### src/rtl/fp_mul_seq.sv
// Sequential single-precision multiplier: shift-add significand product, truncating normalise.
// Define FP_MUL_SPECIAL_EN to add NaN/infinity operand handling.
module fp_mul_seq #(
    parameter int unsigned DATA_WIDTH = 32,
    parameter int unsigned EXP_WIDTH  = 8,
    parameter int unsigned MANT_WIDTH = 23
) (
    input  logic                  in_clk,
    input  logic                  in_rst,
    input  logic                  in_start,
    input  logic [DATA_WIDTH-1:0] in_numA,
    input  logic [DATA_WIDTH-1:0] in_numB,
    output logic                  out_busy,
    output logic                  out_done,
    output logic [DATA_WIDTH-1:0] out_result
);

    localparam int unsigned SigW     = MANT_WIDTH + 1;
    localparam int unsigned ProdW    = 2 * SigW;
    localparam int unsigned ExpCalcW = EXP_WIDTH + 2;

    localparam logic signed [ExpCalcW-1:0] Bias    = ExpCalcW'((2 ** (EXP_WIDTH - 1)) - 1);
    localparam logic signed [ExpCalcW-1:0] ExpMax  = ExpCalcW'((2 ** EXP_WIDTH) - 1);
    localparam logic signed [ExpCalcW-1:0] ExpZero = '0;

    typedef enum logic [1:0] {StIdle, StMul, StNorm, StDone} state_e;

    state_e                       state_q;
    logic [4:0]                   cnt_q;
    logic [ProdW-1:0]             prod_q;
    logic [SigW-1:0]              mcand_q;
    logic signed [ExpCalcW-1:0]   exp_q;
    logic                         sign_q;
    logic                         zero_q;
`ifdef FP_MUL_SPECIAL_EN
    logic                         nan_q;
    logic                         inf_q;
`endif

    logic                  sign_a, sign_b;
    logic [EXP_WIDTH-1:0]  exp_a, exp_b;
    logic [MANT_WIDTH-1:0] mant_a, mant_b;

    assign sign_a = in_numA[DATA_WIDTH-1];
    assign sign_b = in_numB[DATA_WIDTH-1];
    assign exp_a  = in_numA[DATA_WIDTH-2 -: EXP_WIDTH];
    assign exp_b  = in_numB[DATA_WIDTH-2 -: EXP_WIDTH];
    assign mant_a = in_numA[MANT_WIDTH-1:0];
    assign mant_b = in_numB[MANT_WIDTH-1:0];

`ifdef FP_MUL_SPECIAL_EN
    logic nan_a, nan_b, inf_a, inf_b;
    assign nan_a = (&exp_a) && (|mant_a);
    assign nan_b = (&exp_b) && (|mant_b);
    assign inf_a = (&exp_a) && !(|mant_a);
    assign inf_b = (&exp_b) && !(|mant_b);
`endif

    logic signed [ExpCalcW-1:0] exp_sum;
    assign exp_sum = $signed({2'b00, exp_a}) + $signed({2'b00, exp_b}) - Bias;

    // Upper half accumulates the multiplicand, lower half holds the multiplier and shifts out.
    logic [SigW:0]    step_sum;
    logic [ProdW-1:0] prod_step;
    assign step_sum  = {1'b0, prod_q[ProdW-1:SigW]} + (prod_q[0] ? {1'b0, mcand_q} : '0);
    assign prod_step = {step_sum, prod_q[SigW-1:1]};

    logic signed [ExpCalcW-1:0] exp_fin;
    logic [MANT_WIDTH-1:0]      mant_norm;
    assign exp_fin   = exp_q + $signed({{(ExpCalcW - 1){1'b0}}, prod_q[ProdW-1]});
    assign mant_norm = prod_q[ProdW-1] ? prod_q[ProdW-2 -: MANT_WIDTH]
                                       : prod_q[ProdW-3 -: MANT_WIDTH];

    logic                  res_sign;
    logic [EXP_WIDTH-1:0]  res_exp;
    logic [MANT_WIDTH-1:0] res_mant;

    always_comb begin
        res_sign = sign_q;
        res_exp  = '0;
        res_mant = '0;
`ifdef FP_MUL_SPECIAL_EN
        if (nan_q) begin
            res_sign = 1'b0;
            res_exp  = '1;
            res_mant = {1'b1, {(MANT_WIDTH - 1){1'b0}}};
        end else if (inf_q) begin
            res_exp = '1;
        end else
`endif
        if (zero_q) begin
            res_exp = '0;
        end else if (exp_fin >= ExpMax) begin
            res_exp = '1;
        end else if (exp_fin <= ExpZero) begin
            res_exp = '0;
        end else begin
            res_exp  = exp_fin[EXP_WIDTH-1:0];
            res_mant = mant_norm;
        end
    end

    always_ff @(posedge in_clk) begin
        if (in_rst) begin
            state_q    <= StIdle;
            cnt_q      <= '0;
            prod_q     <= '0;
            mcand_q    <= '0;
            exp_q      <= '0;
            sign_q     <= 1'b0;
            zero_q     <= 1'b0;
`ifdef FP_MUL_SPECIAL_EN
            nan_q      <= 1'b0;
            inf_q      <= 1'b0;
`endif
            out_busy   <= 1'b0;
            out_done   <= 1'b0;
            out_result <= '0;
        end else begin
            case (state_q)
                StIdle, StDone: begin
                    out_done <= 1'b0;
                    if (in_start) begin
                        prod_q   <= {{SigW{1'b0}}, 1'b1, mant_b};
                        mcand_q  <= {1'b1, mant_a};
                        cnt_q    <= 5'(SigW - 1);
                        exp_q    <= exp_sum;
                        sign_q   <= sign_a ^ sign_b;
                        zero_q   <= (exp_a == '0) || (exp_b == '0);
`ifdef FP_MUL_SPECIAL_EN
                        nan_q    <= nan_a || nan_b || (inf_a && exp_b == '0)
                                    || (inf_b && exp_a == '0);
                        inf_q    <= inf_a || inf_b;
`endif
                        out_busy <= 1'b1;
                        state_q  <= StMul;
                    end else begin
                        state_q <= StIdle;
                    end
                end
                StMul: begin
                    prod_q <= prod_step;
                    if (cnt_q == 5'd0) begin
                        state_q <= StNorm;
                    end else begin
                        cnt_q <= cnt_q - 5'd1;
                    end
                end
                StNorm: begin
                    out_result <= {res_sign, res_exp, res_mant};
                    out_busy   <= 1'b0;
                    out_done   <= 1'b1;
                    state_q    <= StDone;
                end
                default: state_q <= StIdle;
            endcase
        end
    end

endmodule

### config.mk
export PLATFORM = sky130hd
export DESIGN_NAME = fp_mul_seq
export DESIGN_NICKNAME = d
export VERILOG_FILES = /design/src/rtl/fp_mul_seq.sv
export SDC_FILE = /design/constraint.sdc
export NUM_CORES = 1
export LEC_CHECK = 0
export ABC_AREA = 1
export CORE_MARGIN = 1
export CORE_UTILIZATION = 35
export CTS_BUF_LIST = sky130_fd_sc_hd__clkbuf_4
export DETAILED_ROUTE_END_ITERATION = 10
export DONT_BUFFER_PORTS = 1
export PLACE_DENSITY = 0.58
export SLEW_MARGIN = 20
export SYNTH_ARGS = -nofsm -noshare
export SYNTH_HDL_FRONTEND = slang
export SYNTH_SLANG_ARGS = --single-unit
### constraint.sdc
create_clock -name in_clk -period 2.9 [get_ports in_clk]
set_input_delay 0.435 -clock in_clk [delete_from_list [all_inputs] [get_ports in_clk]]
set_output_delay 0.435 -clock in_clk [all_outputs]
set_load 0.02 [all_outputs]
; Word level (Yosys, flattened, before mapping)
; Index checks and enable logic that the tools add are counted.
[word_totals]
ff_bits = 125
in_bits = 67
out_inout_bits = 34
wordCells = 55
[classes]
add_sub_neg = 5
n_lt_le_gt_ge = 2
eq_ne = 6
mux = 19
bitwise_logic = 1
n_reduce_logical = 12
[ops]
columns = operator, n
row1 = $pmux W48 S2, 1
row2 = $mux W23, 4
row3 = $mux W48, 1
row4 = $add A24 B24 Y25, 1
row5 = $mux W24, 1
row6 = $mux W8, 3
row7 = $logic_not A8 Y1, 2
row8 = $add A10 B2 Y10, 1
row9 = $ge A10 B9 Y1 const B, 1
row10 = $le A10 B1 Y1 const B, 1
row11 = $mux W5, 2
row12 = $pmux W5 S2, 1
row13 = $sub A9 B7 Y10 const B, 1
row14 = $add A8 B8 Y9, 1
row15 = $ne A2 B2 Y1 const B, 3
row16 = $pmux W2 S3, 1
row17 = $reduce_and A2 Y1, 3
row18 = $logic_not A5 Y1, 1
row19 = $sub A5 B1 Y5 const B, 1
row20 = $eq A2 B2 Y1 const B, 2
row21 = $pmux W1 S2, 2
row22 = $reduce_bool A2 Y1, 2
row23 = $reduce_and A3 Y1, 1
row24 = $eq A2 B1 Y1 const B, 1
row25 = other kinds (6), 7

; Longest topological paths before layout
[logic_depth]
word_depth = 5
ltp_mapped = 18

; Worst setup path before layout
; No wires, ideal clock.
[synth_timing]
path_type = register to register
startpoint = reg prod_q[0]
endpoint = reg prod_q[47]
setup_ps = 70
t_arrival_ps = 2337
slack_ps = 493
stages_incl_launch_ff = 19
path_buffers = 2
period_less_slack_ps = 2407
path_cell_list = dfxtp_1 > clkbuf_1 > clkbuf_1 > nand2_1 > inv_1 > ha_1 > inv_1 > fa_1 > inv_1 > nand3_1 > nand2_1 > nand2_1 > nand3_1 > nand2_1 > nand2_1 > nand2_1 > nand3_1 > nand2_1 > a21oi_1
[synth_via]
elab_chain_len = 3
[synth_lines]
columns = item, line
row1 = "start, declared", 30  ; logic [ProdW-1:0] prod_q;
row2 = "start signal, assigned", 124  ; prod_q <= {{SigW{1'b0}}, 1'b1, mant_b};
row3 = "start signal, assigned", 142  ; prod_q <= prod_step;
row4 = $mux W24, 65  ; assign step_sum = {1'b0, prod_q[ProdW-1:SigW]} + (prod_q[0] ? {1'b0, mcand_q} : '0);
row5 = $add A24 B24 Y25, 65
row6 = $pmux W48 S2, 120  ; case (state_q)
; Every way passes these cells.
; A chain may end at the register's enable or synchronous reset.

; Worst setup path after layout
[layout_timing]
startpoint = reg mcand_q[0]
endpoint = reg prod_q[47]
[layout_via]
elab_chain_len = 3
[layout_lines]
columns = item, line
row1 = "start, declared", 31  ; logic [SigW-1:0] mcand_q;
row2 = "start signal, assigned", 125  ; mcand_q <= {1'b1, mant_a};
row3 = $mux W24, 65
row4 = $add A24 B24 Y25, 65
row5 = $pmux W48 S2, 120
; Every way passes these cells.

==> flow_metrics.py <==
metrics = {
    "sta": {
        "finalSetupViolations": 0,
        "report.final.slew_viol_count": 0,
        "fin_crit_ns": 2.49,
        "hold_violations": 0,
        "tns_ns": 0,
        "hold_ws_ns": 0.0309,
        "clock.fmax_ghz": 0.401,
        "rsz0062_at_grt": "no",
        "fin_skew_ns": 0.0192,
        "period_share": 0.860,
        "setup_slack_ns": 0.405,
        "tightest_slew_ns": 0.605,
        "slew_headroom": 0.595,
    },
    "detailed_routing": {
        "drc_errors": 0,
        "drtIter0Drc": 401,
        "firstDrtPassIters": 5,
        "viasPerCell": 5.04,
        "antenna_left": 0,
        "num_vias": 7037,
        "wl_per_cell_um": 15.4,
        "drt-total-wl_um": 21400,
    },
    "min_path": {
        "holdCritPathClass": "in -> reg",
    },
    "placement": {
        "port_buffers": 0,
        "routabilityCongestion": 0.951,
        "place_ws_ns": 0.397,
        "hpwl_um": 15700,
    },
    "finish": {
        "layout-drive-gt1-share": 0.100,
        "multi_input_area_mm2": 0.00439,
        "fin_nets": 1221,
        "fill_cells": 2290,
        "syn_to_final_growth_pct": 9.82,
        "final_util": 0.393,
        "final-seq-area_mm2": 0.00250,
    },
    "logic_synthesis": {
        "yosysWarnings": 0,
        "synthArstFlopShare": 0,
        "yosys-top-cells-area": "dfxtp_1 33%, nand2_1 12%, ha_1 7.6%",
        "syn_avg_cell_area_um2": 6.84,
        "synth-edff-count": 0,
        "synth.ff_latch_count": 125,
        "synth_largest_area_cell": "dfxtp_1",
        "synth-seq-area-share": 0.332,
        "syn_inst": 1102,
        "synth_nets": 1217,
        "ys_types": 43,
        "synth_area_mm2": 0.00754,
        "synth_top_area_share": 0.332,
        "ys.flop_type": "dfxtp_1",
    },
    "clock_network": {
        "cts_setup_buffers": 0,
        "cts-root-buf": "clkbuf_4",
        "clkSinkCount": 125,
        "numCtsBuffers": 17,
        "htreeDepth": 4,
        "cts_tree": "built",
        "clkSlewWorstSetupHoldPaths_ns": 0.13,
        "clk_path_buf_depth": 2,
        "insertion_delay_ns": 0.56,
    },
    "setup_path": {
        "required_ns": 3.38,
        "arrival_ns": 2.97,
        "endpoint_kind": "flop",
        "startpoint_type": "flop",
        "crit_type": "reg -> reg",
        "crit_fanout": 4,
    },
    "power_and_ir_drop": {
        "p_leak_nw": 3.54,
        "p_per_area_mw_per_mm2": 677,
        "max-vdd-ir-drop_uv": 335,
    },
    "floorplan": {
        "die_h_um": 149,
        "die_x_um": 149,
        "dieArea_mm2": 0.0221,
        "start_util": 0.358,
        "rows": 53,
        "core-area_mm2": 0.0211,
        "ioPinCount": 101,
    },
    "run": {
        "cap_violations": 0,
    },
    "status": {
        "status": "completed",
    },
    "global_route": {
        "grt_pass1_wl_um": 34100,
        "antenna_found_initial": 3,
        "grt_use_total": 0.197,
        "grt_max_degree": 61,
        "grt_pass1_vias": 6598,
        "overflow": 0,
    },
}
==> final timing paths <==
path,end,slack (ns),from,cells after the start
max,prod_q[47]$_SDFFE_PP0P_,0.41,mcand_q[0]$_SDFFE_PP0P_,16
min,exp_q[6]$_SDFFE_PP0P_,0.03,in_rst,3
max reg2reg,prod_q[47]$_SDFFE_PP0P_,0.41,mcand_q[0]$_SDFFE_PP0P_,16
min reg2reg,cnt_q[0]$_SDFFE_PP0P_,0.47,cnt_q[0]$_SDFFE_PP0P_,1
==> per-stage QoR <==
step | instance area, um2 | cells | total power [mW]
detailed placement | 7750 | 1339 | 4.38
global placement | 7750 | 1339 | 4.36
global route | 8280 | 1395 | 6.03
finish | 8280 | 1396 | 5.61
floorplan | 7540 | 1102 | 3.94
CTS | 8270 | 1393 | 5.65
==> flip-flops by register name, summed over array words and instances, names as in the netlist <==
signal	flops
prod_q	48
zero_q	1
cnt_q	5
res_sign	1
mcand_q	24
out_busy	1
out_done	1
exp_q	10
state_q	2
out_result	32
==> synthesized netlist by cell type (6+ instances only) <==
master      n
ha_1       46
nand4_1    14
dfxtp_1   125
nand3_1    42
clkbuf_1   44
inv_1     107
nor2_1    114
a21oi_1   110
a21oi_2    21
a211oi_1    7
nand2_1   250
o21ai_0   107
nor4_1      6
a31oi_1    27
nand3_2    22
==> routing by layer <==
metal  wire length, um  share of wire  GRT usage  vias to the layer above
li1                  -              -          -                     3690
met1              9620           0.45      0.242                     3162
met2             10500           0.49      0.342                      157
met3               953          0.044     0.0453                       26
met4               388          0.018     0.0561                        2
met5                13        0.00061          0                        -
==> cell type report <==
cell class,count,share of cell area
tap,275,0.0416
multi-input combinational,814,0.530
inverter,112,0.0508
clock inverter,15,0.0181
sequential,125,0.302
timing repair buffer,36,0.0417
antenna,2,0.000604
clock buffer,17,0.0154
==> worst max-delay path: stages, from the launching register on <==
cell and delay [ns]:
dfxtp_1 0.36, nand2_1 0.06, inv_1 0.10, ha_1 0.27, inv_1 0.08, fa_1 0.41, inv_1 0.11, nand3_1 0.07
nand2_1 0.13, nand2_1 0.07, nand3_1 0.18, nand2_1 0.08, nand2_1 0.12, nand2_1 0.06, nand3_1 0.08, nand2_1 0.06
a21oi_1 0.19
==> cell families after synthesis <==
logic type,count (synthesis),synth area share
simple gates,469,0.276
compound gates,288,0.213
buf+inv,163,0.0865
flops,125,0.332
fa+ha+maj,48,0.0816
xor+xnor,9,0.0115
==> where the power goes <==
part	total (mW)	switching [mW]	internal (mW)	leakage [nW]
logic	2.03	1.39	0.632	2.37
registers	2.36	0.271	2.09	1.02
clock network	1.22	0.838	0.387	0.147
==> what timing repair did <==
action,4_1_cts,5_1_grt
hold endpoints to repair,80,1
setup endpoints to repair,0,0
gates resized for setup,0,0
hold buffers,22,1
==> layout by cell type (no fill, tap or decap), types with 7 or more instances in the layout <==
cell	count
a31oi_1	27
nor2_1	114
o21ai_0	107
nand3_1	42
a21oi_2	21
nand2_1	250
dfxtp_1	125
nand4_1	14
dlygate4sd3_1	22
a211oi_1	7
nand3_2	22
a21oi_1	110
ha_1	46
clkbuf_4	17
inv_1	107
buf_4	13
Power figures use the tool's default switching activity.
